## src/rtl/core_pkg.sv

```systemverilog
// Shared lane/VRF geometry and the load-collector buffer types.
package core_pkg;

  localparam int unsigned NrLane       = 4;
  localparam int unsigned LogNrLane    = (NrLane > 1) ? $clog2(NrLane) : 1;
  localparam int unsigned VrfAddrWidth = 8;
  localparam int unsigned DataWidth    = 64;
  localparam int unsigned StrbWidth    = DataWidth / 8;

  typedef logic [DataWidth-1:0]    vrf_data_t;
  typedef logic [StrbWidth-1:0]    vrf_strb_t;
  typedef logic [VrfAddrWidth-1:0] vrf_addr_t;

  typedef vrf_data_t [NrLane-1:0] lane_data_arr_t;
  typedef vrf_strb_t [NrLane-1:0] lane_strb_arr_t;

  typedef enum logic [1:0] {
    EMPTY = 2'd0,
    FILL  = 2'd1,
    DRAIN = 2'd2
  } collect_buf_state_e;

endpackage

```

## src/rtl/lane_collect_buffer.sv

```systemverilog
// One lane-wide accumulation buffer: masked byte merge while filling,
// per-lane pending tracking while draining.
module lane_collect_buffer import core_pkg::*; #(
  parameter int unsigned NrLane       = core_pkg::NrLane,
  parameter int unsigned VrfAddrWidth = core_pkg::VrfAddrWidth
) (
  input  logic                         clk_i,
  input  logic                         rst_ni,
  input  logic                         wr_en_i,
  input  logic                         complete_i,
  input  vrf_data_t [NrLane-1:0]       data_i,
  input  vrf_strb_t [NrLane-1:0]       mask_i,
  input  logic [VrfAddrWidth-1:0]      addr_i,
  input  logic [NrLane-1:0]            ack_i,
  output collect_buf_state_e           state_o,
  output collect_buf_state_e           state_nxt_c,
  output vrf_data_t [NrLane-1:0]       data_o,
  output vrf_strb_t [NrLane-1:0]       strb_o,
  output logic [NrLane-1:0]            pending_o,
  output logic [VrfAddrWidth-1:0]      addr_o
);

  collect_buf_state_e          state_q, state_d;
  vrf_data_t [NrLane-1:0]      data_q, data_d;
  vrf_strb_t [NrLane-1:0]      strb_q, strb_d;
  logic [NrLane-1:0]           pending_q, pending_d;
  logic [VrfAddrWidth-1:0]     addr_q, addr_d;

  vrf_data_t [NrLane-1:0]      merged_data;
  vrf_strb_t [NrLane-1:0]      merged_strb;
  logic [NrLane-1:0]           has_strb;

  // Byte-granular merge of the incoming beat into the held word
  assign merged_strb = strb_q | mask_i;

  for (genvar l = 0; l < NrLane; l++) begin : g_lane
    assign has_strb[l] = |merged_strb[l];
    for (genvar b = 0; b < StrbWidth; b++) begin : g_byte
      assign merged_data[l][8*b +: 8] = mask_i[l][b] ? data_i[l][8*b +: 8]
                                                     : data_q[l][8*b +: 8];
    end
  end

  always_comb begin
    state_d   = state_q;
    data_d    = data_q;
    strb_d    = strb_q;
    pending_d = pending_q;
    addr_d    = addr_q;
    case (state_q)
      EMPTY, FILL: begin
        if (wr_en_i) begin
          data_d  = merged_data;
          strb_d  = merged_strb;
          state_d = FILL;
          if (complete_i) begin
            addr_d    = addr_i;
            pending_d = has_strb;
            // A word with no written bytes has nothing to drain
            if (|has_strb) begin
              state_d = DRAIN;
            end else begin
              state_d = EMPTY;
              strb_d  = '0;
            end
          end
        end
      end
      DRAIN: begin
        pending_d = pending_q & ~ack_i;
        if (pending_d == '0) begin
          state_d = EMPTY;
          strb_d  = '0;
        end
      end
      default: begin
        state_d   = EMPTY;
        strb_d    = '0;
        pending_d = '0;
      end
    endcase
  end

  always_ff @(posedge clk_i or negedge rst_ni) begin
    if (!rst_ni) begin
      state_q   <= EMPTY;
      data_q    <= '0;
      strb_q    <= '0;
      pending_q <= '0;
      addr_q    <= '0;
    end else begin
      state_q   <= state_d;
      data_q    <= data_d;
      strb_q    <= strb_d;
      pending_q <= pending_d;
      addr_q    <= addr_d;
    end
  end

  assign state_o     = state_q;
  assign state_nxt_c = state_d;
  assign data_o      = data_q;
  assign strb_o      = strb_q;
  assign pending_o   = pending_q;
  assign addr_o      = addr_q;

endmodule

```

## src/rtl/load_lane_collector.sv

```systemverilog
// Collects shuffled load beats into ping-pong lane-wide buffers and drains
// completed words as independent per-lane VRF write requests.
module load_lane_collector import core_pkg::*; #(
  parameter  int unsigned NrLane       = core_pkg::NrLane,
  parameter  int unsigned VrfAddrWidth = core_pkg::VrfAddrWidth,
  localparam int unsigned LogNrLane    = (NrLane > 1) ? $clog2(NrLane) : 1
) (
  input  logic                     clk_i,
  input  logic                     rst_ni,
  input  logic                     start_i,
  input  logic [VrfAddrWidth-1:0]  vaddr_i,
  input  logic                     valid_i,
  output logic                     ready_o,
  input  vrf_data_t [NrLane-1:0]   data_i,
  input  vrf_strb_t [NrLane-1:0]   mask_i,
  input  logic [LogNrLane-1:0]     sel_i,
  input  logic                     last_i,
  output logic [NrLane-1:0]        lane_valid_o,
  input  logic [NrLane-1:0]        lane_ready_i,
  output logic [VrfAddrWidth-1:0]  lane_addr_o,
  output vrf_data_t [NrLane-1:0]   lane_data_o,
  output vrf_strb_t [NrLane-1:0]   lane_strb_o,
  output logic                     busy_o,
  output logic                     done_o
);

  logic                    busy_q, last_seen_q, done_q;
  logic                    wr_ptr_q, wr_ptr_d, rd_ptr_q, rd_ptr_d;
  logic [VrfAddrWidth-1:0] addr_q;
  logic [LogNrLane-1:0]    last_sel_q;

  collect_buf_state_e      buf_state     [2];
  collect_buf_state_e      buf_state_nxt [2];
  vrf_data_t [NrLane-1:0]  buf_data      [2];
  vrf_strb_t [NrLane-1:0]  buf_strb      [2];
  logic [NrLane-1:0]       buf_pending   [2];
  logic [VrfAddrWidth-1:0] buf_addr      [2];

  logic start_acc, accept, word_end, complete, done_event;

  assign start_acc = start_i & ~busy_q;
  assign ready_o   = busy_q & ~last_seen_q & (buf_state[wr_ptr_q] != DRAIN);
  assign accept    = valid_i & ready_o;
  assign word_end  = (sel_i == LogNrLane'(NrLane - 1)) | last_i;
  assign complete  = accept & word_end;

  for (genvar b = 0; b < 2; b++) begin : g_buf
    lane_collect_buffer #(
      .NrLane       (NrLane),
      .VrfAddrWidth (VrfAddrWidth)
    ) i_buf (
      .clk_i       (clk_i),
      .rst_ni      (rst_ni),
      .wr_en_i     (accept & (wr_ptr_q == 1'(b))),
      .complete_i  (word_end),
      .data_i      (data_i),
      .mask_i      (mask_i),
      .addr_i      (addr_q),
      .ack_i       (lane_ready_i & {NrLane{rd_ptr_q == 1'(b)}}),
      .state_o     (buf_state[b]),
      .state_nxt_c (buf_state_nxt[b]),
      .data_o      (buf_data[b]),
      .strb_o      (buf_strb[b]),
      .pending_o   (buf_pending[b]),
      .addr_o      (buf_addr[b])
    );
  end

  // rd_ptr tracks the oldest undrained word; with nothing to drain it waits
  // on the buffer that will complete next, which skips zero-strobe words.
  always_comb begin
    wr_ptr_d = complete ? ~wr_ptr_q : wr_ptr_q;
    rd_ptr_d = rd_ptr_q;
    if (buf_state_nxt[rd_ptr_q] != DRAIN) begin
      if (buf_state_nxt[~rd_ptr_q] == DRAIN) rd_ptr_d = ~rd_ptr_q;
      else                                   rd_ptr_d = wr_ptr_d;
    end
  end

  assign done_event = busy_q & (last_seen_q | (complete & last_i))
                    & (buf_state_nxt[0] != DRAIN) & (buf_state_nxt[1] != DRAIN);

  always_ff @(posedge clk_i or negedge rst_ni) begin
    if (!rst_ni) begin
      busy_q      <= 1'b0;
      last_seen_q <= 1'b0;
      done_q      <= 1'b0;
      wr_ptr_q    <= 1'b0;
      rd_ptr_q    <= 1'b0;
      addr_q      <= '0;
      last_sel_q  <= '0;
    end else begin
      if (start_acc) begin
        busy_q      <= 1'b1;
        last_seen_q <= 1'b0;
        addr_q      <= vaddr_i;
      end else begin
        if (done_event) busy_q <= 1'b0;
        if (complete) begin
          addr_q <= addr_q + VrfAddrWidth'(1);
          if (last_i) last_seen_q <= 1'b1;
        end
      end
      done_q   <= done_event;
      wr_ptr_q <= wr_ptr_d;
      rd_ptr_q <= rd_ptr_d;
      if (accept) last_sel_q <= sel_i;
    end
  end

  assign lane_valid_o = (buf_state[rd_ptr_q] == DRAIN) ? buf_pending[rd_ptr_q] : '0;
  assign lane_addr_o  = buf_addr[rd_ptr_q];
  assign lane_data_o  = buf_data[rd_ptr_q];
  assign lane_strb_o  = buf_strb[rd_ptr_q];
  assign busy_o       = busy_q;
  assign done_o       = done_q;

  // Slot index may not step backwards inside a word
  sel_monotonic_a: assert property (@(posedge clk_i) disable iff (!rst_ni)
    (accept && (buf_state[wr_ptr_q] == FILL)) |-> (sel_i >= last_sel_q));

endmodule

```

## config.mk

```make
export PLATFORM = sky130hd
export DESIGN_NAME = load_lane_collector
export DESIGN_NICKNAME = d
export VERILOG_FILES = /design/src/rtl/core_pkg.sv /design/src/rtl/lane_collect_buffer.sv /design/src/rtl/load_lane_collector.sv
export SDC_FILE = /design/constraint.sdc
export NUM_CORES = 1
export LEC_CHECK = 0
export BUFFER_PORTS_ARGS = -buffer_cell sky130_fd_sc_hd__buf_4
export CELL_PAD_IN_SITES_DETAIL_PLACEMENT = 1
export CELL_PAD_IN_SITES_GLOBAL_PLACEMENT = 1
export CORE_ASPECT_RATIO = 0.75
export CORE_UTILIZATION = 40
export CTS_CLUSTER_SIZE = 16
export DETAILED_ROUTE_END_ITERATION = 10
export PLACE_DENSITY_LB_ADDON = 0.1
export SYNTH_ARGS = -nofsm -noshare
export SYNTH_HDL_FRONTEND = slang
export SYNTH_SLANG_ARGS = --single-unit
```

## constraint.sdc

```tcl
create_clock -name clk_i -period 1.85 [get_ports clk_i]
set_clock_uncertainty 0.05 [all_clocks]
set_input_delay 0.0925 -clock clk_i [delete_from_list [all_inputs] [get_ports clk_i]]
set_output_delay 0.0925 -clock clk_i [all_outputs]
set_load 0.005 [all_outputs]
```

Yosys cells after proc, flatten, opt, wreduce, memory -nomap -nowiden. Cells that the tools add are included. Widths: inputs -> output; s select.

Flip-flop bits (word level): 617. Logic and storage cells: 283.

Bitwise operators: 28. Add/subtract/negate cells: 1. $lt $le $gt $ge: 3. Eq/ne operators: 17. Multiplexer cells: 60. Reductions and logical operators: 90.

Operators with widths (number): $mux 256 (3); $mux 32 (11); $reduce_and 3->1 (66); $pmux 32 s2 (2); $or 32x32->32 (2); $reduce_or 32->1 (2); $reduce_or 8->1 (8); $mux 2 (20); $mux 8 (5); $mux 4 (8); $and 4x4->4 (4); $pmux 4 s2 (2); $ne 2x2->1 const B (6); $and 1x1->1 (11); $eq 2x2->1 const B (5); $reduce_and 2->1 (5); $add 8x1->8 const B (1); $logic_not 4->1 (2); $ne 2x1->1 const B (4); $not 4->4 (2); $pmux 2 s2 (2); $mux 1 (7); $ge 2x2->1 const B (3); $not 1->2 (3); 6 further kinds (15).

Longest topological paths before layout. Gate-level depths: netlist of the first run.

Depth in word-level cells: 15. Gate-level depth with buffers: 8. Depth with buffers taken out: 5.

Modules after synthesis. Synthesis of the first run repeated with hierarchy kept, for this count alone.

Cell total of the unflattened synthesis: 1874. Area total of the unflattened synthesis: 27133.5 um^2.

By module, submodules not included: lane_collect_buffer (cells an instance 719, area an instance 11373.4 um^2, times used 2, seq. area each 7557.2 um^2); load_lane_collector (cells an instance 436, area an instance 4386.7 um^2, times used 1, seq. area each 325.3 um^2).

Worst setup path before layout of the first run. OpenSTA, ideal clock, no wires.

Kind: register -> register. From: register wr_ptr_q. To: register g_buf[1].i_buf.data_q (netlist bit g_buf[1].i_buf.data_o[0]). Slack: -0.085 ns. Stages on the path, launching flop included: 8. Buffers on the path: 3. Data arrival time: 1.760 ns. Cell sequence: dfrtp_1 -> buf_2 -> nand4b_1 -> nor2_1 -> clkbuf_1 -> and2_1 -> buf_4 -> mux2_2.

Longest elaborated chain between the ends: 9.

RTL lines: start, declared (line load_lane_collector.sv:28) `logic wr_ptr_q, wr_ptr_d, rd_ptr_q, rd_ptr_d;`; start signal, assigned (line load_lane_collector.sv:105) `wr_ptr_q <= wr_ptr_d;`; $not 1->2 (implied by the code) (line load_lane_collector.sv:42) `assign ready_o = busy_q & ~last_seen_q & (buf_state[wr_ptr_q] != DRAIN);`; $mux 2 (implied by the code) (3 in a row) (line load_lane_collector.sv:42); $ne 2x2->1 (line load_lane_collector.sv:42); $and 1x1->1 (line load_lane_collector.sv:42); $and 1x1->1 (line load_lane_collector.sv:43) `assign accept = valid_i & ready_o;`; $and 1x1->1 (*) (line load_lane_collector.sv:54) `.wr_en_i (accept & (wr_ptr_q == 1'(b))),`; $reduce_and 3->1 (no source line) (*); end signal, assigned (line lane_collect_buffer.sv:93) `data_q <= data_d;`; end, declared (line lane_collect_buffer.sv:24) `vrf_data_t [NrLane-1:0] data_q, data_d;`.

Every way passes the cells marked *; elsewhere a longest branch is shown, timed or not. The select of a mux whose other input is x is not followed. A chain may end at the register's enable or synchronous reset.

==> impl_metrics.json, run 1 <==
{
  "status": "complete, but fails checks",
  "rsz0062_at_grt": "true",
  "final-hold-violation-count": 0,
  "vias": 20740,
  "crit_fanout": 25,
  "ir_drop_v": 0.0008996,
  "dp_hpwl_um": 67260,
  "cap_violations": 0,
  "post-route-period-util": 1.225,
  "ys_ff_latch": 617,
  "ys_warn_count": 0,
  "maxSlewHeadroom": 0.6198,
  "core-area_um2": 67410,
  "hold_class": "input pin to flop",
  "syn_inst": 1930,
  "clock_sinks": 617,
  "cp.arrival_ps": 2120,
  "initial_core_util": 0.4080,
  "cp-end-kind": "output port",
  "syn_nets": 2238,
  "syn_area_per_cell_um2": 14.25,
  "insertion_delay_ps": 650,
  "nets": 3361,
  "rr_endpoint": "g_buf[1].i_buf.strb_o[1]$_DFFE_PN0P_",
  "violations": "negative setup slack",
  "worstPathRequired_ps": 1710,
  "synth_area_um2": 27500,
  "power.density_nw_per_um2": 1741,
  "synth_enable_flop_cells": 0,
  "seq_area_frac_synth": 0.5614,
  "hold_start": "mask_i[18]",
  "switchingPower_mw": 23.93,
  "min_path_cells": 6,
  "async_flop_share": 1.000,
  "clkPwrFrac": 0.185,
  "postRouteAntennaNets": 0,
  "track_usage": 0.2761,
  "final_common_cell": "mux2_2",
  "synth_ff_type": "dfrtp_1",
  "worstRegToRegCells": 8,
  "die-area_um2": 69810,
  "fmax_ghz": 0.4411,
  "drive_gt1_frac": 0.6173,
  "p_seq_frac": 0.327,
  "syn2layout_area_growth_pct": 51.76,
  "routedWlPerCell_um": 24.71,
  "drtIter0Drc": 823,
  "io_buffers": 609,
  "antenna_found_initial": 11,
  "final_cell_mix": "761 x mux2_2, 731 x buf_4, 616 x dfrtp_1, 309 x dlygate4sd3_1, 72 x clkbuf_16",
  "path_clk_slew_ps": 70,
  "whs_ps": 72.16,
  "swShare": 0.3294,
  "fin_util": 0.6191,
  "vias_per_cell": 5.187,
  "p_leak_nw": 18.71,
  "worst_pin_slew_ps": 570.2,
  "post-route-min-period_ps": 2267,
  "p_comb_frac": 0.488,
  "layout_setup_ws_ps": -417.2,
  "die_h_um": 229.1,
  "totalWireLength_um": 98800,
  "grt_overflow": 0,
  "maxSlewViolCount": 0,
  "ff2ff_setup_slack_ps": -380,
  "timing.rr.start": "g_buf[1].i_buf.strb_o[16]$_DFFE_PN0P_",
  "critPathKind": "flop to output port",
  "dr.pass1.iters": 5,
  "fin_total_pwr_mw": 72.64,
  "whs_endpoint": "g_buf[1].i_buf.state_o[1]$_DFF_PN0_",
  "grt_pass1_wl_um": 147900,
  "ios": 610,
  "dieWidth_um": 304.8,
  "drc_errors": 0,
  "grt_max_degree": 107,
  "clk_path_buf_depth": 3,
  "cts_tree": "yes",
  "start_kind": "flop",
  "h-tree-depth": 2,
  "cts_buffers": 61,
  "synth_cell_types": 53,
  "rows": 82,
  "grt_pass1_vias": 23880,
  "setup_viol": 765,
  "intPower_mw": 48.71,
  "place_congestion": 0.8204,
  "root_buffer": "clkbuf_16"
}
[cell families after synthesis]
group,share of synthesized area
buffers and inverters,0.02129
flip-flops,0.5614
XOR/XNOR,0.002184
AO/OA/AOI/OAI,0.03927
AND/OR/NAND/NOR,0.04086
multiplexers,0.3345
adder cells (fa/ha/maj),0.0004549
[state kept, by name, indices dropped and copies added, names as in the netlist]
register               cells
done_o                     1
g_buf.i_buf.state_o        4
g_buf.i_buf.pending_o      8
wr_ptr_q                   1
rd_ptr_q                   1
last_seen_q                1
g_buf.i_buf.strb_o        64
addr_q                     8
busy_o                     1
g_buf.i_buf.data_o       512
g_buf.i_buf.addr_o        16
[through the flow]
step                instance area (µm²)  setup TNS, ps  cells  worst slack, ps
finish                            41730        -149980   3998           -417.2
detailed placement                34980         -43500   3527           -374.1
CTS                               40630        -161770   3962           -439.6
global placement                  34980         -31860   3527           -370.8
global route                      41730        -206460   3995           -528.4
floorplan                         27530         -920.7   1930           -29.46
[per-layer routing]
metal  vias up  track usage  share of wire
met5         -            0        0.00013
met4         2      0.09848          0.033
met3       174      0.06366          0.054
met2       510       0.4762           0.51
met1     10760       0.3379           0.40
li1       9292            -              -
[cell usage after synthesis (16+ instances only)]
| master | number | area [µm²] |
|---|---|---|
| mux2_2 | 816 | 9189 |
| dfrtp_1 | 617 | 15440 |
| a21oi_1 | 77 | 385.4 |
| a31oi_1 | 64 | 400.4 |
| nand2_1 | 61 | 229.0 |
| clkbuf_1 | 44 | 165.2 |
| and2_1 | 35 | 219.0 |
| buf_4 | 33 | 247.7 |
| nand2_2 | 30 | 187.7 |
| buf_2 | 21 | 105.1 |
| nor4_1 | 21 | 131.4 |
| o21ai_0 | 16 | 80.08 |
[worst max path at each step]
stage,from,endpoint,slack (ps)
after floorplan,wr_ptr_q$_DFF_PN0_,g_buf[0].i_buf.strb_o[0]$_DFFE_PN0P_,-30
after global placement,g_buf[1].i_buf.strb_o[9]$_DFFE_PN0P_,busy_o$_DFFE_PN0P_,-370
after detailed placement,g_buf[1].i_buf.strb_o[9]$_DFFE_PN0P_,busy_o$_DFFE_PN0P_,-370
after CTS,rd_ptr_q$_DFFE_PN0P_,lane_data_o[100],-440
after global routing,g_buf[1].i_buf.strb_o[17]$_DFFE_PN0P_,g_buf[1].i_buf.strb_o[6]$_DFFE_PN0P_,-530
final,rd_ptr_q$_DFFE_PN0P_,lane_data_o[123],-420
[power groups by stage]
stage          Combinational, mW  Sequential, mW  Clock [mW]
4_1_cts                     33.0            23.5        13.7
5_1_grt                     37.5            24.6        14.2
3_3_place_gp                30.3            23.0           0
2_1_floorplan               16.1            22.4           0
6_report                    35.5            23.8        13.4
3_5_place_dp                31.1            23.7           0
[critical path, stage by stage, from the launching register on]
cell and delay [ps]:
dfrtp_4 520, buf_12 200, buf_16 210, mux2_2 370, buf_4 150
[cell type report]
cell class	instances	area, µm²
clock buffer	89	1814
timing repair buffer	1168	10780
clock inverter	25	335.3
inverter	6	22.52
fill	6417	25670
antenna	12	30.03
multi-input combinational	1199	12200
sequential	617	15440
tap	882	1104
[repair_timing]
| item | 4_1_cts | 5_1_grt |
|---|---|---|
| setup endpoints to repair | 765 | 898 |
| cloned | 2 | 10 |
| hold endpoints to repair | 1065 | 0 |
| buffers inserted | 9 | 15 |
| pin swaps | 0 | 82 |
| resized for setup | 65 | 169 |
| hold buffers | 310 | 0 |
No activity file was read; power rests on OpenSTA's default activity.
==> run 2: changes to the inputs <==
CELL_PAD_IN_SITES_DETAIL_PLACEMENT = unset   (was 1)
CELL_PAD_IN_SITES_GLOBAL_PLACEMENT = unset   (was 1)
CORE_UTILIZATION = 49   (was 40)
PLACE_DENSITY = 0.76   (was unset)
PLACE_DENSITY_LB_ADDON = unset   (was 0.1)
==> impl_metrics.json, run 2 (same netlist as run 1, synthesis figures left out) <==
{
  "p_leak_nw": 18.80,
  "final-hold-violation-count": 0,
  "cp-end-kind": "output port",
  "rsz0062_at_grt": "true",
  "postRouteAntennaNets": 0,
  "grt_pass1_wl_um": 136000,
  "dp.cells": 3349,
  "grt_overflow": 0,
  "critPathKind": "flop to output port",
  "insertion_delay_ps": 620,
  "cp.arrival_ps": 2110,
  "syn2layout_area_growth_pct": 51.73,
  "setup_viol": 777,
  "h-tree-depth": 2,
  "fin_setup_tns_ps": -158520,
  "path_common_cell": "buf_12",
  "worstPathRequired_ps": 1710,
  "dieWidth_um": 275.6,
  "rr_endpoint": "g_buf[1].i_buf.strb_o[3]$_DFFE_PN0P_",
  "worstRegToRegCells": 10,
  "totalWireLength_um": 97140,
  "cap_violations": 0,
  "cp_cell_sequence": "buf_12, buf_12, clkbuf_16, mux2_2, buf_4",
  "antenna_found_initial": 13,
  "ir_drop_v": 0.001178,
  "status": "complete, but fails checks",
  "grt_pass1_vias": 23350,
  "die-area_um2": 57080,
  "place_congestion": 0.8721,
  "vias_per_cell": 5.631,
  "violations": "negative setup slack",
  "slowest_delay_ps": 470,
  "clk_path_buf_depth": 3,
  "hold_class": "input pin to asynchronous set/reset pin",
  "post-route-period-util": 1.216,
  "layout_setup_ws_ps": -400.2,
  "rows": 74,
  "cts_buffers": 60,
  "dp_hpwl_um": 59590,
  "final_common_cell": "mux2_2",
  "track_usage": 0.3078,
  "start_kind": "flop",
  "drtIter0Drc": 1532,
  "worst_pin_slew_ps": 612.1,
  "cp_slowest_cell": "dfrtp_4",
  "fmax_ghz": 0.4444,
  "nets": 3368,
  "root_buffer": "clkbuf_16",
  "io_buffers": 609,
  "grt_max_degree": 97,
  "timing.rr.start": "rd_ptr_q$_DFFE_PN0P_",
  "maxSlewHeadroom": 0.5919,
  "maxSlewViolCount": 0,
  "ios": 610,
  "vias": 21630,
  "instances_no_fill": 3841,
  "fillers": 3083,
  "largest_register_ffs": 512,
  "crit_fanout": 14,
  "cts_tree": "yes",
  "die_h_um": 207.2,
  "ff2ff_setup_slack_ps": -320,
  "routedWlPerCell_um": 25.29,
  "initial_core_util": 0.5009,
  "clock_sinks": 617,
  "final_cell_mix": "777 x mux2_2, 702 x buf_4, 616 x dfrtp_1, 310 x dlygate4sd3_1, 92 x clkbuf_16",
  "core-area_um2": 54910,
  "path_clk_slew_ps": 70,
  "post-route-min-period_ps": 2250,
  "dr.pass1.iters": 6,
  "drive_gt1_frac": 0.6031,
  "power.density_nw_per_um2": 1773,
  "drc_errors": 0
}
[run 2: cell count changes in the layout (fill, tap and decap cells not counted), sizes merged]
| cell | previous run | this run |
|---|---|---|
| buf | 850 | 834 |
| inv | 7 | 9 |
| dlygate4sd3 | 309 | 310 |
| diode | 12 | 10 |
| clkinv | 15 | 17 |
| bufbuf | 0 | 1 |
| clkbuf | 98 | 113 |
[run 2: power breakdown]
group,switching (mW),internal [mW]
sequential,3.89,20.1
clock,5.44,7.52
combinational,15.1,22.0
[run 2: how the worst max path moves through the flow]
stage | start | end | slack [ps] | depth (start not counted)
3_5_place_dp | g_buf[0].i_buf.strb_o[9]$_DFFE_PN0P_ | g_buf[0].i_buf.strb_o[9]$_DFFE_PN0P_ | -320 | 6
5_1_grt | rd_ptr_q$_DFFE_PN0P_ | lane_data_o[234] | -450 | 5
2_1_floorplan | wr_ptr_q$_DFF_PN0_ | g_buf[0].i_buf.strb_o[0]$_DFFE_PN0P_ | -30 | 8
6_report | rd_ptr_q$_DFFE_PN0P_ | lane_data_o[234] | -400 | 5
4_1_cts | rd_ptr_q$_DFFE_PN0P_ | lane_strb_o[24] | -400 | 5
3_3_place_gp | g_buf[1].i_buf.strb_o[9]$_DFFE_PN0P_ | busy_o$_DFFE_PN0P_ | -290 | 5
[run 2: through the flow]
stage	worst slack, ps	instance area (µm²)	hold slack [ps]	power, mW	util
2_1_floorplan	-29.46	27530	-253.1	38.58	-
3_3_place_gp	-291.2	34590	36.80	52.47	0.6300
3_5_place_dp	-316.1	34590	39.35	53.80	0.6300
4_1_cts	-398.5	40050	0.3094	68.34	0.7294
5_1_grt	-448.3	41720	19.15	77.12	0.7599
6_report	-400.2	41730	21.54	74.00	0.7600
[run 2: metal layers]
metal  up-vias  part of all wire  track usage
met2       916              0.49       0.5073
met4         4             0.045       0.1236
met5         -           0.00023            0
met3       270             0.076      0.07535
met1     11110              0.39       0.3876
li1       9330                 -            -
[run 2: repair_timing]
action                                   CTS  global route
endpoints found under the hold margin   1216             0
setup buffers                             12             7
resized for setup                         14           173
pin swaps                                  0            18
hold buffers                             310             0
endpoints found under the setup margin   783           892
gates cloned                               4            39
[run 2: area by class of cell]
type,instances,area [µm²],area share
Antenna cell,10,25.02,0.0005997
Clock buffer,82,1695,0.04063
Clock inverter,29,359.1,0.008606
Inverter,6,22.52,0.0005397
Multi-Input combinational cell,1199,11940,0.2861
Sequential cell,617,15440,0.3701
Tap cell,722,903.4,0.02165
Timing Repair Buffer,1176,11340,0.2717
[run 2: worst max-delay path: cells and delay by family, from the launching register on]
family / cells / cell delay, ps
flip-flops: 1 / 470
buffers and inverters: 4 / 670
multiplexers: 1 / 350
